File: src/rtl/booth24_mult.sv
// Sequential Q2.22 signed multiplier, radix-4 Booth, one digit per clock.
// Product is floored to Q2.22 and saturated; start/busy/done handshake.
module booth24_mult (
  input  logic        clk,
  input  logic        rst,
  input  logic        start,
  input  logic [23:0] a,
  input  logic [23:0] b,
  output logic [23:0] s,
  output logic        busy,
  output logic        done
);

  localparam int unsigned W     = 24;
  localparam int unsigned AW    = 48;
  localparam int unsigned CW    = 4;
  localparam int unsigned FRAC  = 22;
  localparam int unsigned STEPS = 12;

  typedef enum logic [1:0] {IDLE, CALC, FINISH} state_t;

  state_t          state, state_n;
  logic [AW-1:0]   mcand, mcand_n;
  logic [W-1:0]    mplier, mplier_n;
  logic            prev, prev_n;
  logic [AW-1:0]   acc, acc_n;
  logic [CW-1:0]   cnt, cnt_n;
  logic [W-1:0]    s_n;
  logic            busy_n, done_n;

  logic [2:0]        trip;
  logic [AW-1:0]     addend;
  logic signed [AW-1:0] r;
  logic [W-1:0]      s_sat;

  // Booth digit select; the multiplicand is pre-shifted by 2i, the multiplier consumed 2 bits/step
  always_comb begin
    trip = {mplier[1], mplier[0], prev};
    case (trip)
      3'b001, 3'b010: addend = mcand;
      3'b011:         addend = mcand << 1;
      3'b100:         addend = -(mcand << 1);
      3'b101, 3'b110: addend = -mcand;
      default:        addend = '0;
    endcase
  end

  // Floor to Q2.22 by arithmetic shift, then clamp to the 24-bit signed range
  always_comb begin
    r = $signed(acc) >>> FRAC;
    if (r > 48'sh0000_007F_FFFF)
      s_sat = 24'h7F_FFFF;
    else if (r < 48'shFFFF_FF80_0000)
      s_sat = 24'h80_0000;
    else
      s_sat = r[W-1:0];
  end

  always_comb begin
    state_n  = state;
    mcand_n  = mcand;
    mplier_n = mplier;
    prev_n   = prev;
    acc_n    = acc;
    cnt_n    = cnt;
    s_n      = s;
    busy_n   = 1'b0;
    done_n   = 1'b0;
    case (state)
      IDLE: begin
        if (start) begin
          mcand_n  = {{(AW-W){a[W-1]}}, a};
          mplier_n = b;
          prev_n   = 1'b0;
          acc_n    = '0;
          cnt_n    = '0;
          busy_n   = 1'b1;
          state_n  = CALC;
        end
      end
      CALC: begin
        busy_n   = 1'b1;
        acc_n    = acc + addend;
        mcand_n  = mcand << 2;
        mplier_n = {2'b00, mplier[W-1:2]};
        prev_n   = mplier[1];
        cnt_n    = CW'(cnt + 1'b1);
        if (cnt == CW'(STEPS - 1))
          state_n = FINISH;
      end
      FINISH: begin
        busy_n  = 1'b1;
        done_n  = 1'b1;
        s_n     = s_sat;
        state_n = IDLE;
      end
      default: state_n = IDLE;
    endcase
  end

  always_ff @(posedge clk) begin
    if (rst) begin
      state  <= IDLE;
      mcand  <= '0;
      mplier <= '0;
      prev   <= 1'b0;
      acc    <= '0;
      cnt    <= '0;
      s      <= '0;
      busy   <= 1'b0;
      done   <= 1'b0;
    end else begin
      state  <= state_n;
      mcand  <= mcand_n;
      mplier <= mplier_n;
      prev   <= prev_n;
      acc    <= acc_n;
      cnt    <= cnt_n;
      s      <= s_n;
      busy   <= busy_n;
      done   <= done_n;
    end
  end

endmodule

File: config.mk
export PLATFORM = sky130hd
export DESIGN_NAME = booth24_mult
export DESIGN_NICKNAME = d
export VERILOG_FILES = /design/src/rtl/booth24_mult.sv
export SDC_FILE = /design/constraint.sdc
export NUM_CORES = 1
export LEC_CHECK = 0
export BUFFER_PORTS_ARGS = -buffer_cell sky130_fd_sc_hd__clkbuf_2
export CAP_MARGIN = 0
export CELL_PAD_IN_SITES_DETAIL_PLACEMENT = 1
export CELL_PAD_IN_SITES_GLOBAL_PLACEMENT = 1
export CORE_UTILIZATION = 35
export CTS_CLUSTER_DIAMETER = 40
export DETAILED_ROUTE_END_ITERATION = 10
export GPL_TIMING_DRIVEN = 0
export PLACE_DENSITY_LB_ADDON = 0.1
export RECOVER_POWER = 50
export REMOVE_ABC_BUFFERS = 1
export SKIP_LAST_GASP = 1
export SLEW_MARGIN = 20
export SYNTH_ARGS = -nofsm -noshare
export SYNTH_HDL_FRONTEND = slang
export SYNTH_SLANG_ARGS = --single-unit
File: constraint.sdc
create_clock -name clk -period 5.25 [get_ports clk]
set_clock_uncertainty 0.1 [all_clocks]
set_input_delay 0.2625 -clock clk [delete_from_list [all_inputs] [get_ports clk]]
set_output_delay 0.2625 -clock clk [all_outputs]
set_load 0.005 [all_outputs]
* Word-level counts from Yosys, hierarchy flattened *
Index checks and enable logic that the tools add are counted.

cells by class
  add/sub/neg operators = 4
  $lt $le $gt $ge = 2
  equal/unequal tests = 11
  multiplexer cells = 19
  reduce and logical (&&, ||, !) cells = 7

operators by type and width
  cell                                                           number
  one-hot mux 48 bit (2 select lines)                            2
  one-hot mux 48 bit (4 select lines)                            1
  2-to-1 mux 48 bit                                              2
  negation 48 bit                                                2
  2-to-1 mux 24 bit                                              3
  adder 48 bit                                                   1
  one-hot mux 24 bit (2 select lines)                            1
  > comparator 26 x 24 -> 1 bit (second input constant)          1
  less-than comparator 26 x 24 -> 1 bit (second input constant)  1
  == test 3 bit (second input constant)                          3
  one-hot mux 4 bit (2 select lines)                             1
  == test 3 x 2 -> 1 bit (second input constant)                 2
  OR reduction 2 bit                                             3
  adder 4 x 1 -> 4 bit (second input constant)                   1
  == test 4 bit (second input constant)                          1
  2-to-1 mux 2 bit                                               2
  2-to-1 mux 4 bit                                               1
  != test 2 bit (second input constant)                          2
  one-hot mux 1 bit (2 select lines)                             2
  one-hot mux 2 bit (2 select lines)                             1
  AND reduction 2 bit                                            2
  == test 3 x 1 -> 1 bit (second input constant)                 1
  2-to-1 mux 1 bit                                               3
  == test 2 x 1 -> 1 bit (second input constant)                 1
  other kinds (3)                                                3

word-level totals
  flip-flop bits (word level) = 153
  input bits = 51
  output and inout port bits = 26
  word-level logic and storage cells = 52

* Longest topological paths before layout *
Gate-level depths: netlist of run 1.

  depth after elaboration = 5
  depth in mapped cells = 24
  mapped depth without buffers = 23

* Worst setup path before layout of run 1 *
Ideal clock, no wire load.

  path type = flip-flop to flip-flop
  start point = reg mcand[2]
  end point = reg acc[41]
  setup time = 117 ps
  data arrival time = 5464 ps
  data required time = 5033 ps
  path slack = -431 ps
  cell stages (with the launch flop) = 23
  buffers on the path = 2
  period minus slack after synthesis = 5681 ps
  path through = dfxtp_1 clkbuf_1 or4_1 nor2_1 nand2_1 or3_1 or2_2 or4_1 xor2_1 a221oi_1 a21oi_1 ha_1 clkbuf_1 and4_1 nand3_1 or3b_2 a21oi_1 nor3_1 o21ai_0 a21boi_0 o31ai_1 xor2_1 a22o_1

between the ends
  cells in the longest elaborated chain, start to end = 4
  elaborated cells between the ends (all ways) = 5
  classes of those cells = add/sub: 3; mux: 2

ends and longest elaborated chain
  item                                   RTL line  source
  start: declaration                     23        logic [AW-1:0] mcand, mcand_n;
  start signal: assignment               114       mcand <= mcand_n;
  negation 48 bit (on tied branches)     43, 42
  one-hot mux 48 bit (4 select lines) *  39        case (trip)
  adder 48 bit *                         83        acc_n = acc + addend;
  one-hot mux 48 bit (2 select lines) *  69        case (state)
  end signal: assignment                 117       acc <= acc_n;
  end: declaration                       26        logic [AW-1:0] acc, acc_n;

Mark *: on every way between the ends. The rest lies on a longest branch, timed or not.
A chain may end at the register's enable or synchronous reset.

* Worst setup path in the final report of run 1 *
  start point = reg mcand[13]
  end point = reg acc[44]

The elaborated chain is that of the path after synthesis.

==> results of run 1 <==
## how the worst min path moves through the flow
stage	slack, ns	end	cells past startpoint	startpoint
finish	0.02	mplier[0]$_SDFFE_PP0P_	3	b[0]
global route	0.03	mplier[5]$_SDFFE_PP0P_	3	b[5]
CTS	0.003	mplier[3]$_SDFFE_PP0P_	3	b[3]
detailed placement	0.36	s[1]$_SDFFE_PP0P_	2	s[1]$_SDFFE_PP0P_
global placement	0.35	s[5]$_SDFFE_PP0P_	2	s[5]$_SDFFE_PP0P_
floorplan	0.23	mcand[23]$_SDFFE_PP0P_	1	rst
## through the flow
stage | cells | instance area, µm²
2_1_floorplan | 1382 | 10700
3_3_place_gp | 1860 | 11600
3_5_place_dp | 1871 | 12000
4_1_cts | 1949 | 13400
5_1_grt | 1972 | 13600
6_report | 1973 | 13600
## layer usage
| metal | track usage | part of all wire | vias to the layer above |
|---|---|---|---|
| met1 | 0.307 | 0.47 | 5526 |
| met2 | 0.396 | 0.47 | 221 |
| met5 | 0 | 0 | - |
| li1 | - | - | 5564 |
| met3 | 0.0383 | 0.036 | 55 |
| met4 | 0.0857 | 0.022 | 0 |
## worst max-delay path: cells and delay by family, from the launching register on
family	cells	cell delay, ns
AND/OR/NAND/NOR	8	3.00
AO/OA/AOI/OAI	5	1.17
flip-flops	1	0.36
adder cells (fa/ha/maj)	1	0.28
buffers and inverters	2	0.21
XOR/XNOR	2	0.18
## cell usage after synthesis (5+ instances only)
cell and instances:
or4_1 11, a22o_1 20, or2_2 8, inv_1 37, ha_1 53, nand3_1 15
nor2_1 221, a31oi_1 36, o21bai_1 7, buf_1 9, nor3_1 32, mux2_2 5
a22oi_1 73, a21oi_1 119, nor2b_1 7, a21o_1 43, nor4_1 27, o31ai_1 9
or3_1 13, clkbuf_1 118, o211ai_1 5, o21ai_0 82, mux2i_1 25, o21a_1 7
nand2_1 109, xor2_1 46, xnor2_1 61, nand4_1 18, a211oi_1 27, buf_2 13
nand2b_1 34, dfxtp_1 153, a221oi_1 18
## kinds of logic (layout without fill, tap and decap cells)
kind of cell	Yosys count	after routing	synth area share
flops	153	153	0.270
fa+ha+maj	54	54	0.0603
compound gates	479	479	0.277
mux	30	30	0.0271
buf+inv	184	226	0.0650
other cells	0	1	0
simple gates	521	521	0.218
xor+xnor	107	107	0.0827
## repair_timing
action                     4_1_cts  5_1_grt
hold endpoints to repair         1        0
hold buffers                     1        0
setup buffers                   46       26
gates resized for setup        114       53
pin swaps                       43       35
setup endpoints to repair       38       19
## cell type report
class                   instances  area [µm²]
well taps                     402         503
multi-input cells            1191        8160
inverters                      38         148
diodes                          1        2.50
fillers                      3844       18100
repair buffers                156        1120
flip-flops and latches        153        3110
clock inverters                14         159
clock buffers                  18         439
## state kept, by name, summed over array words and instances, names as in the netlist
signal and count:
state 2, s 24, cnt 4, done 1, mcand 48, acc 48, busy 1, prev 1
mplier 24
## power breakdown
part | switching (mW) | total (mW) | internal, mW
Clock | 0.575 | 1.30 | 0.722
Sequential | 0.148 | 1.39 | 1.24
Combinational | 0.801 | 1.35 | 0.547
==> flow_summary.yaml, run 1 <==
outcome:
  status: "finished with violations"
  violations: "capacitance limit, slew limit, setup timing"
timing:
  timing.slew.headroom: -0.215
  period_share: 1.03
  slew_viol_final: 17
  setup_violations: 6
  rsz0062_at_grt: "true"
  tns_ns: -0.625
  whs_ns: 0.0220
  hold_viol_final: 0
  fin_crit_ns: 5.41
  fmax_mhz: 185
  tightestPinTransition_ns: 1.81
  layout_setup_ws_ns: -0.163
placed_design:
  pre_cts_slack_ns: -1.79
  gp_congestion: 0.834
  hpwl_um: 26300
  port-buffer-count: 76
worst_setup_path:
  path_max_fanout: 3
  crit_type: "flop to flop"
  slowest_delay_ns: 0.58
  endpoint_kind: "flop"
  r2r_end: "acc[44]$_SDFFE_PP0P_"
  crit_top_cell: "or4_4"
  rrSetupSlack_ns: -0.16
  crit_start: "mcand[13]$_SDFFE_PP0P_"
  reg2reg_from: "mcand[13]$_SDFFE_PP0P_"
  critPathLaunchType: "flop"
  crit_required_ns: 5.49
  ff2ff_path_depth: 18
  cp_data_arrival_time_ns: 5.66
  setup.worst_path.end: "acc[44]$_SDFFE_PP0P_"
  cpMaxStageDelayCell: "or4b_4"
  worstPathCellList: "or4_4, nor4_4, nand2_2, or4_4, or4_4, or4b_4, nand2_4, xnor2_2, a221o_2, ha_4, buf_4, inv_2, o21ba_2, o211ai_1, or4_1, a31oi_1, xnor2_1, a22o_1"
drt:
  drt_wl_total_um: 38900
  drt_iter0_markers: 597
  vias_per_cell: 5.76
  wire_per_inst_um: 19.7
  drc_errors: 0
  drtPass1Iterations: 7
  ant_nets: 0
  routed-via-count: 11366
yosys:
  synthCells: 1528
  synth_area_per_cell_um2: 7.41
  syn_area_mm2: 0.0113
  yosysSeqAreaShare: 0.270
  ys_seq_elements: 153
  yosys.area.top_type: "dfxtp_1"
  async_flop_share: 0
  yosysTopAreaCellShare: 0.270
  synthTopCellsByArea: "dfxtp_1, nor2_1, ha_1"
  yosysUniqueCellTypes: 69
  synthFlopType: "dfxtp_1"
  synth_edf_count: 0
  ys_warn_count: 0
floorplanning:
  die-area_mm2: 0.0331
  row_count: 65
  ios: 77
  coreArea_mm2: 0.0317
  start_util: 0.357
  fp.dieW_um: 182
  die_h_um: 182
global_route:
  grt_use_total: 0.237
  grt_pass1_vias: 11334
  antenna_found_initial: 0
  grt_overflow: 0
  grt_max_degree: 95
  grt_pass1_wl_um: 62300
clock_network:
  cts.sinks: 153
  cts_root_buf: "clkbuf_16"
  htreeDepth: 4
  cts_tree: "done"
  cts_buffers: 17
  clk_pin_slew_ns: 0.07
  clockBufferDepth: 2
  clk_latency_ns: 0.45
cells_and_area:
  nets: 1662
  final_util: 0.430
  synthToLayoutAreaGrowth_pct: 20.5
  drive_gt1_frac: 0.204
  final_common_cell: "nor2_1"
  layout_common_cells: "nor2_1, dfxtp_1, a21oi_1, nand2_1, a22oi_1"
flow_run:
  max_cap_violations: 1
power_and_ir_drop:
  p_leak_nw: 5.62
  peakVddDrop_v: 0.000236
  powerDensity_mw_per_mm2: 296
  power.total_mw: 4.04
hold_path:
  hold_class: "input pin to flop"
Power figures use the tool's default switching activity.
==> inputs of run 2 (changes only) <==
==> constraint.sdc (replaced) <==
create_clock -name clk -period 6.45 [get_ports clk]
set_clock_uncertainty 0.1 [all_clocks]
set_input_delay 0.3225 -clock clk [delete_from_list [all_inputs] [get_ports clk]]
set_output_delay 0.3225 -clock clk [all_outputs]
set_load 0.005 [all_outputs]
==> flow_summary.yaml, run 2 (synthesis gave the netlist of run 1 again) <==
worst_setup_path:
  crit_required_ns: 6.69
  reg2reg_from: "mplier[1]$_SDFFE_PP0P_"
  r2r_end: "acc[43]$_SDFFE_PP0P_"
  path_max_fanout: 36
  critPathLaunchType: "flop"
  ff2ff_path_depth: 17
  rrSetupSlack_ns: 0.25
  crit_start: "mplier[1]$_SDFFE_PP0P_"
  crit_type: "flop to flop"
  cp_data_arrival_time_ns: 6.45
  endpoint_kind: "flop"
  setup.worst_path.end: "acc[43]$_SDFFE_PP0P_"
global_route:
  grt_max_degree: 95
  grt_overflow: 0
  grt_pass1_vias: 11003
  grt_use_total: 0.227
  grt_pass1_wl_um: 59700
  antenna_found_initial: 0
cells_and_area:
  final_cells: 1908
  final_util: 0.398
  nets: 1598
  synthToLayoutAreaGrowth_pct: 11.5
  antenna_cells: 0
  layout_common_cells: "nor2_1, dfxtp_1, a21oi_1, nand2_1, o21ai_0"
  drive_gt1_frac: 0.114
  final_common_cell: "nor2_1"
  stdcell_area_mm2: 0.0126
  largestRegisters: "acc: 48 flops, mcand: 48 flops"
  num-fill-cells: 3910
placed_design:
  pre_cts_slack_ns: -0.590
  placed_area_mm2: 0.0120
  gp_congestion: 0.834
  port-buffer-count: 76
  hpwl_um: 26300
  place_inst: 1871
drt:
  drc_errors: 0
  drt_iter0_markers: 436
  ant_nets: 0
  drtPass1Iterations: 4
  drt_wl_total_um: 36800
  wire_per_inst_um: 19.3
  vias_per_cell: 5.73
  routed-via-count: 10937
timing:
  hold_viol_final: 0
  tightestPinTransition_ns: 2.86
  timing.slew.headroom: -0.926
  fin_crit_ns: 6.20
  period_share: 0.962
  fmax_mhz: 161
  layout_setup_ws_ns: 0.245
  slew_viol_final: 17
  rsz0062_at_grt: "true"
  setup_violations: 0
power_and_ir_drop:
  p_leak_nw: 5.20
  power.total_mw: 3.15
  peakVddDrop_v: 0.000191
  powerDensity_mw_per_mm2: 249
outcome:
  violations: "capacitance limit, slew limit"
  status: "finished with violations"
clock_network:
  cts_buffers: 17
  cts.sinks: 153
  clk_latency_ns: 0.45
  htreeDepth: 4
  clk_pin_slew_ns: 0.07
  cts_tree: "done"
  clockBufferDepth: 2
  cts_root_buf: "clkbuf_16"
flow_run:
  max_cap_violations: 1
hold_path:
  hold_class: "input pin to flop"
  hp-start: "b[0]"
floorplanning:
  coreArea_mm2: 0.0317
  die_h_um: 182
  fp.dieW_um: 182
  row_count: 65
  die-area_mm2: 0.0331
  ios: 77
  start_util: 0.357
-- run 2: cell types whose count changed in the layout (fill, tap and decap cells not counted), sizes merged --
cell | previous run | this run
clkbuf | 97 | 96
diode | 1 | 0
buf | 76 | 13
-- run 2: final cells by class --
cell class                 count  area, µm²  area share
clock buffer                  18        439      0.0348
clock inverter                14        159      0.0126
inverter                      38        143      0.0113
multi-input combinational   1191       7670       0.608
sequential                   153       3070       0.243
tap                          402        503      0.0398
timing repair buffer          92        642      0.0508
-- run 2: worst min-delay path by stage --
stage / end / slack [ns] / depth (start not counted)
finish: mplier[0]$_SDFFE_PP0P_ / 0.08 / 3
global route: mplier[5]$_SDFFE_PP0P_ / 0.09 / 3
CTS: mplier[3]$_SDFFE_PP0P_ / 0.06 / 3
detailed placement: s[1]$_SDFFE_PP0P_ / 0.36 / 2
floorplan: mcand[23]$_SDFFE_PP0P_ / 0.29 / 1
global placement: s[5]$_SDFFE_PP0P_ / 0.35 / 2
-- run 2: routing by layer --
layer	up-vias	wire, µm	GRT usage
li1	5431	-	-
met5	-	0	0
met4	0	817	0.0790
met3	49	1330	0.0407
met2	203	16900	0.374
met1	5254	17700	0.298
-- run 2: timing repair --
| item | in CTS | in global routing |
|---|---|---|
| hold buffers | 1 | 0 |
| pin swaps | 0 | 5 |
| endpoints found under the hold margin | 1 | 0 |
| gates resized for setup | 9 | 14 |
| setup endpoints to repair | 12 | 9 |
| setup buffers | 0 | 4 |
-- run 2: report_power, final --
part           total (mW)  switching [mW]  internal (mW)
Sequential           1.14           0.128           1.01
Combinational       0.956           0.584          0.371
Clock                1.05           0.467          0.588
-- run 2: critical path, cell delays in order (launching register included) --
cell and delay, ns:
dfxtp_2 0.79, buf_16 0.25, inv_1 0.26, nor2_4 0.47, nand2_2 0.57, nor3_1 0.33, a221o_1 0.15, ha_1 0.28
a21o_1 0.23, o21bai_1 0.24, o21ai_0 0.64, a21oi_4 0.16, nor3_1 0.48, o21ai_2 0.14, a211oi_1 0.40, o21ai_0 0.20
xor2_1 0.18, a22o_1 0.21
-- run 2: metrics by stage --
step,setup TNS [ns],hold slack (ns)
2_1_floorplan,0,0.292
3_3_place_gp,-92.81,0.355
3_5_place_dp,-2.49,0.360
4_1_cts,-0.0486,0.0629
5_1_grt,-0.0562,0.0911
6_report,0,0.0844
